### src/rtl/ram_port_arbiter.sv
// ram_port_arbiter: shares one synchronous RAM port between the CPU and
// the video scanout engine. It sustains one access per clock, and read data
// returns one cycle after the grant.
// Optional build macro ARB_FAIR_EN: when both ports request in the same
// cycle, the grants alternate between them. When the macro is undefined,
// video has fixed priority.
module ram_port_arbiter #(
  parameter int A = 10,
  parameter int D = 8
) (
  input  logic         clk,
  input  logic         rst_n,
  input  logic         cpu_req,
  input  logic         cpu_we,
  input  logic [A-1:0] cpu_addr,
  input  logic [D-1:0] cpu_wdata,
  output logic         cpu_gnt,
  output logic         cpu_rvalid,
  output logic [D-1:0] cpu_rdata,
  input  logic         vid_req,
  input  logic [A-1:0] vid_addr,
  output logic         vid_gnt,
  output logic         vid_rvalid,
  output logic [D-1:0] vid_rdata,
  output logic [A-1:0] ram_addr,
  output logic [D-1:0] ram_din,
  output logic         ram_we,
  input  logic [D-1:0] ram_dout
);

  logic         cpu_rvalid_q;
  logic         vid_rvalid_q;
  logic [D-1:0] cpu_hold_q;
  logic [D-1:0] vid_hold_q;

`ifdef ARB_FAIR_EN
  logic last_gnt_q;  // 1 = video was granted most recently

  // Grant selection: a lone requester always wins; on a tie, the port not granted last time wins.
  always_comb begin
    vid_gnt = 1'b0;
    cpu_gnt = 1'b0;
    if (rst_n) begin
      vid_gnt = vid_req & (~cpu_req | ~last_gnt_q);
      cpu_gnt = cpu_req & (~vid_req |  last_gnt_q);
    end
  end

  // Track which port received the most recent grant.
  always_ff @(posedge clk or negedge rst_n) begin
    if (!rst_n)       last_gnt_q <= 1'b0;
    else if (vid_gnt) last_gnt_q <= 1'b1;
    else if (cpu_gnt) last_gnt_q <= 1'b0;
  end
`else
  // Grant selection: video has fixed priority over the CPU.
  always_comb begin
    vid_gnt = 1'b0;
    cpu_gnt = 1'b0;
    if (rst_n) begin
      vid_gnt = vid_req;
      cpu_gnt = cpu_req & ~vid_req;
    end
  end
`endif

  // RAM port mux: the CPU address is the idle default, and only a CPU write drives the write enable.
  always_comb begin
    ram_addr = vid_gnt ? vid_addr : cpu_addr;
    ram_din  = cpu_wdata;
    ram_we   = cpu_gnt & cpu_we;
  end

  // Read-return tracking: a read granted this cycle raises rvalid in the next cycle.
  always_ff @(posedge clk or negedge rst_n) begin
    if (!rst_n) begin
      cpu_rvalid_q <= 1'b0;
      vid_rvalid_q <= 1'b0;
    end else begin
      cpu_rvalid_q <= cpu_gnt & ~cpu_we;
      vid_rvalid_q <= vid_gnt;
    end
  end

  // Hold registers capture the returned data so it persists after the rvalid pulse.
  always_ff @(posedge clk or negedge rst_n) begin
    if (!rst_n) begin
      cpu_hold_q <= '0;
      vid_hold_q <= '0;
    end else begin
      if (cpu_rvalid_q) cpu_hold_q <= ram_dout;
      if (vid_rvalid_q) vid_hold_q <= ram_dout;
    end
  end

  // Read data output: pass the live RAM output during rvalid, otherwise present the held value.
  always_comb begin
    cpu_rvalid = cpu_rvalid_q;
    vid_rvalid = vid_rvalid_q;
    cpu_rdata  = cpu_rvalid_q ? ram_dout : cpu_hold_q;
    vid_rdata  = vid_rvalid_q ? ram_dout : vid_hold_q;
  end

endmodule

### config.mk
export PLATFORM = sky130hd
export DESIGN_NAME = ram_port_arbiter
export DESIGN_NICKNAME = d
export VERILOG_FILES = /design/src/rtl/ram_port_arbiter.sv
export SDC_FILE = /design/constraint.sdc
export NUM_CORES = 1
export LEC_CHECK = 0
export CAP_MARGIN = 5
export CORE_ASPECT_RATIO = 0.9
export CORE_MARGIN = 5
export CORE_UTILIZATION = 33
export CTS_CLUSTER_DIAMETER = 100
export DETAILED_ROUTE_END_ITERATION = 12
export GPL_ROUTABILITY_DRIVEN = 0
export GPL_TIMING_DRIVEN = 0
export PLACE_DENSITY = 0.85
export REMOVE_ABC_BUFFERS = 1
export SETUP_SLACK_MARGIN = 0.3
export SLEW_MARGIN = 30
export SYNTH_ARGS = -nofsm -noshare
export SYNTH_HDL_FRONTEND = slang
export SYNTH_SLANG_ARGS = --single-unit
### constraint.sdc
create_clock -name clk -period 2.2 [get_ports clk]
set_input_delay 0.33 -clock clk [delete_from_list [all_inputs] [get_ports clk]]
set_output_delay 0.33 -clock clk [all_outputs]
set_load 0.02 [all_outputs]
After elaboration in Yosys (flattened, before gate mapping)
Index checks and enable logic that the tools add are counted.
Word-level totals
  input bits: 41
  logic and storage cells: 14
  flip-flop bits (word level): 18
Operators by class
  multiplexer cells: 5
  bitwise gates (word level): 5
Operators with widths (count)
  $mux 8: 2
  $mux 10: 1
  $and 1x1->1: 3
  $mux 1: 2
  $not 1->1: 2

Depth between registers and ports, before layout
  depth in word-level cells: 4
  gate-level depth with buffers: 3

Least setup slack after synthesis
No wires, ideal clock.
  path type: reg-to-output
  start: register cpu_rvalid_q, in the netlist cpu_rvalid
  end: output cpu_rdata[0]
  slack: 0.815 ns
  arrival time: 1.055 ns
  data required time: 1.870 ns
  path buffers: 1
  cell stages (with the launch flop): 3
  cells stage by stage: dfrtp_1 > buf_2 > mux2_2
On the way
  longest elaborated chain between the ends: 1
RTL lines
  from (decl): line 31  | logic cpu_rvalid_q;
  from (signal assigned): line 80  | cpu_rvalid_q <= cpu_gnt & ~cpu_we;
  $mux 8: line 100  | cpu_rdata = cpu_rvalid_q ? ram_dout : cpu_hold_q;
  to (decl): line 19  | output logic [D-1:0] cpu_rdata,
No other way between the ends.

Final worst setup path
  start: register cpu_rvalid_q, in the netlist cpu_rvalid
  end: output cpu_rdata[4]
The elaborated chain is that of the path after synthesis.

==> metrics.txt <==
Top FF cell, synth dfrtp_1; CTS buffer count 3; Buf/Inv on CP 2; Root Buffer clkbuf_4; Crit. End Element primary output; Syn Std Cell Area 891 um2; area added between synthesis and finish 76.5%; Total GRT Usage 13.9%; placed cells 140; DR iter-0 viols 4; share of the synthesized area in the top cell type 50.6%; Least-Margin Pin Slew 0.802 ns; Routed WL per cell 16.1 um; vias 729; HP Class primary input to register; clock latency on the worst-skew pair 0.28 ns; Port Buf Inserts 63; HPWL after DPL 2.00 mm; final hold vios 0; Synth Register Bits 18; die width 64.8 um; top post-synthesis cells by area dfrtp_1 51%, mux2_2 21%, mux2_4 15%; WP data arrival 1.70 ns; CTS tree yes; Max Cap Viol 0; final net count 168; Core ar. 2510 um2; Post-synth EDFFs 0; kind of critical path register to primary output; share of cells above drive strength 1 41.3%; Die Y 59.3 um; Yosys top cell by area dfrtp_1; Final Max Slew Viols 0; syn_area_per_cell 14.8 um2; Worst path slowest cell clkdlybuf4s50_1; vias in the first global route 883; global-route wire length before repair 3.94 mm; row cnt 17; vias per cell 4.73; Post-Layout Cell Count 154; period utilization 92.3%; asr flop ratio synth 100%; clk sinks 18; Worst path max stage delay 0.61 ns; initial antenna violation count 0; CP top delay family buffers and inverters; Ports 80; Remaining Overflow, GRT 0; Worst VDD drop 0.256 mV; post-synth cell types 11; maximum clock rate 493 MHz; Initial Util 35.5%; Clock Skews 0.000783 ns; drt first pass iters 3; post-layout minimum cycle time 2.03 ns; yosys warns 0; relative slew slack 46.4%; crit-path max FO 5; worst path cell trace buf_4, mux2_2, clkdlybuf4s50_1; WL final 2.49 mm; H-tree Lvls 1; final core occ 62.7%; count leader, synth dfrtp_1; clock slew at reported path FFs 0.10 ns; pwr dens 631 nW/um2; Pleak 0.000845 uW; RSZ-0062 raised after global routing true; # diodes 0; Routed Antenna Nets 0; largest net degree at the start of global routing 19; endpoints failing setup 0; sequential area share after synthesis 50.6%; DRC 0; Die ar. 3840 um2; Critical Path Start Type register; outcome finished, final reports clean; buffer depth of the longest clock path 2; Fillers 200; Worst Path Required 1.87 ns; Hold Worst Slack 0.459 ns; synthesized netlist cell count 60; top cells by count, synth 18 x dfrtp_1, 17 x mux2_2, 9 x mux2_4, 8 x buf_4, 2 x buf_2
per-stage QoR:
step,total power (uW),setup WS (ns),cell area [um2],setup TNS [ns]
6_report,993,0.170,1570,0
5_1_grt,1050,0.0890,1570,0
4_1_cts,1020,0.110,1530,0
3_5_place_dp,828,-0.943,1480,-11.16
3_3_place_gp,814,-0.873,1480,-10.39
2_1_floorplan,599,0.853,810,0
cell type report:
type | count | area [um2] | share of cell area (%)
repair buffers | 73 | 684 | 43.5
flip-flops and latches | 18 | 453 | 28.8
multi-input cells | 30 | 360 | 22.9
clock buffers | 4 | 36.3 | 2.31
well taps | 28 | 35.0 | 2.23
inverters | 1 | 3.75 | 0.239
registers in the layout, summed over array words and instances (netlist names):
| register | cells |
|---|---|
| cpu_rvalid | 1 |
| vid_hold_q | 8 |
| vid_rvalid | 1 |
| cpu_hold_q | 8 |
timing repair:
action                                 4_1_cts  5_1_grt
endpoints found under the hold margin       18        0
hold buffers                                 1        0
pin swaps                                    1        0
setup buffers                                7        2
gates cloned                                 0        0
resized for setup                           47       16
setup endpoints to repair                   31       19
layout by cell type (no fill, tap or decap):
cell / instances
dlygate4sd2_1: 7
clkbuf_2: 1
clkdlybuf4s15_1: 1
dlymetal6s2s_1: 13
nand2_4: 1
nor2b_1: 1
inv_1: 1
dfrtp_1: 16
mux2_4: 9
and3b_2: 1
clkdlybuf4s50_1: 33
mux2_2: 17
clkbuf_4: 3
dfrtp_2: 2
and2_1: 1
clkbuf_8: 1
buf_2: 9
buf_4: 8
dlygate4sd3_1: 1
worst register-to-register path: stages (launching register included):
cell and delay, ns:
dfrtp_2 0.37, clkbuf_2 0.16, mux2_2 0.35
per-layer routing:
layer / track usage (%) / vias to the layer above / wire [um]
li1: - / 328 / -
met3: 9.87 / 2 / 466
met4: 5.42 / 0 / 28
met5: 0 / - / 0
met1: 13.0 / 334 / 837
met2: 23.6 / 65 / 1160
worst paths after layout:
path | slack, ns | depth (start not counted) | startpoint | end
setup / recovery | 0.17 | 3 | cpu_rvalid | cpu_rdata[4]
max in group asynchronous | 0.96 | 2 | rst_n | vid_rvalid
hold reg to reg | 0.50 | 1 | vid_hold_q[4] | vid_hold_q[4]
min in group asynchronous | 0.69 | 2 | rst_n | cpu_hold_q[1]
setup reg to reg | 1.22 | 2 | cpu_rvalid | cpu_hold_q[2]
hold / removal | 0.46 | 4 | rst_n | vid_rvalid
power by group:
part           switching, uW  leakage [uW]  total [uW]  internal [uW]
sequential              12.7      0.000214         398            385
combinational            183      0.000611         397            214
clock                   98.1     0.0000210         199            101
cell families (layout without fill, tap and decap cells):
group	Yosys count	after routing	synth area share (%)
mux	26	26	36.7
buf+inv	12	78	9.55
simple gates	4	4	3.23
flops	18	18	50.6
Note: power is estimated with default switching activity, not from simulation.
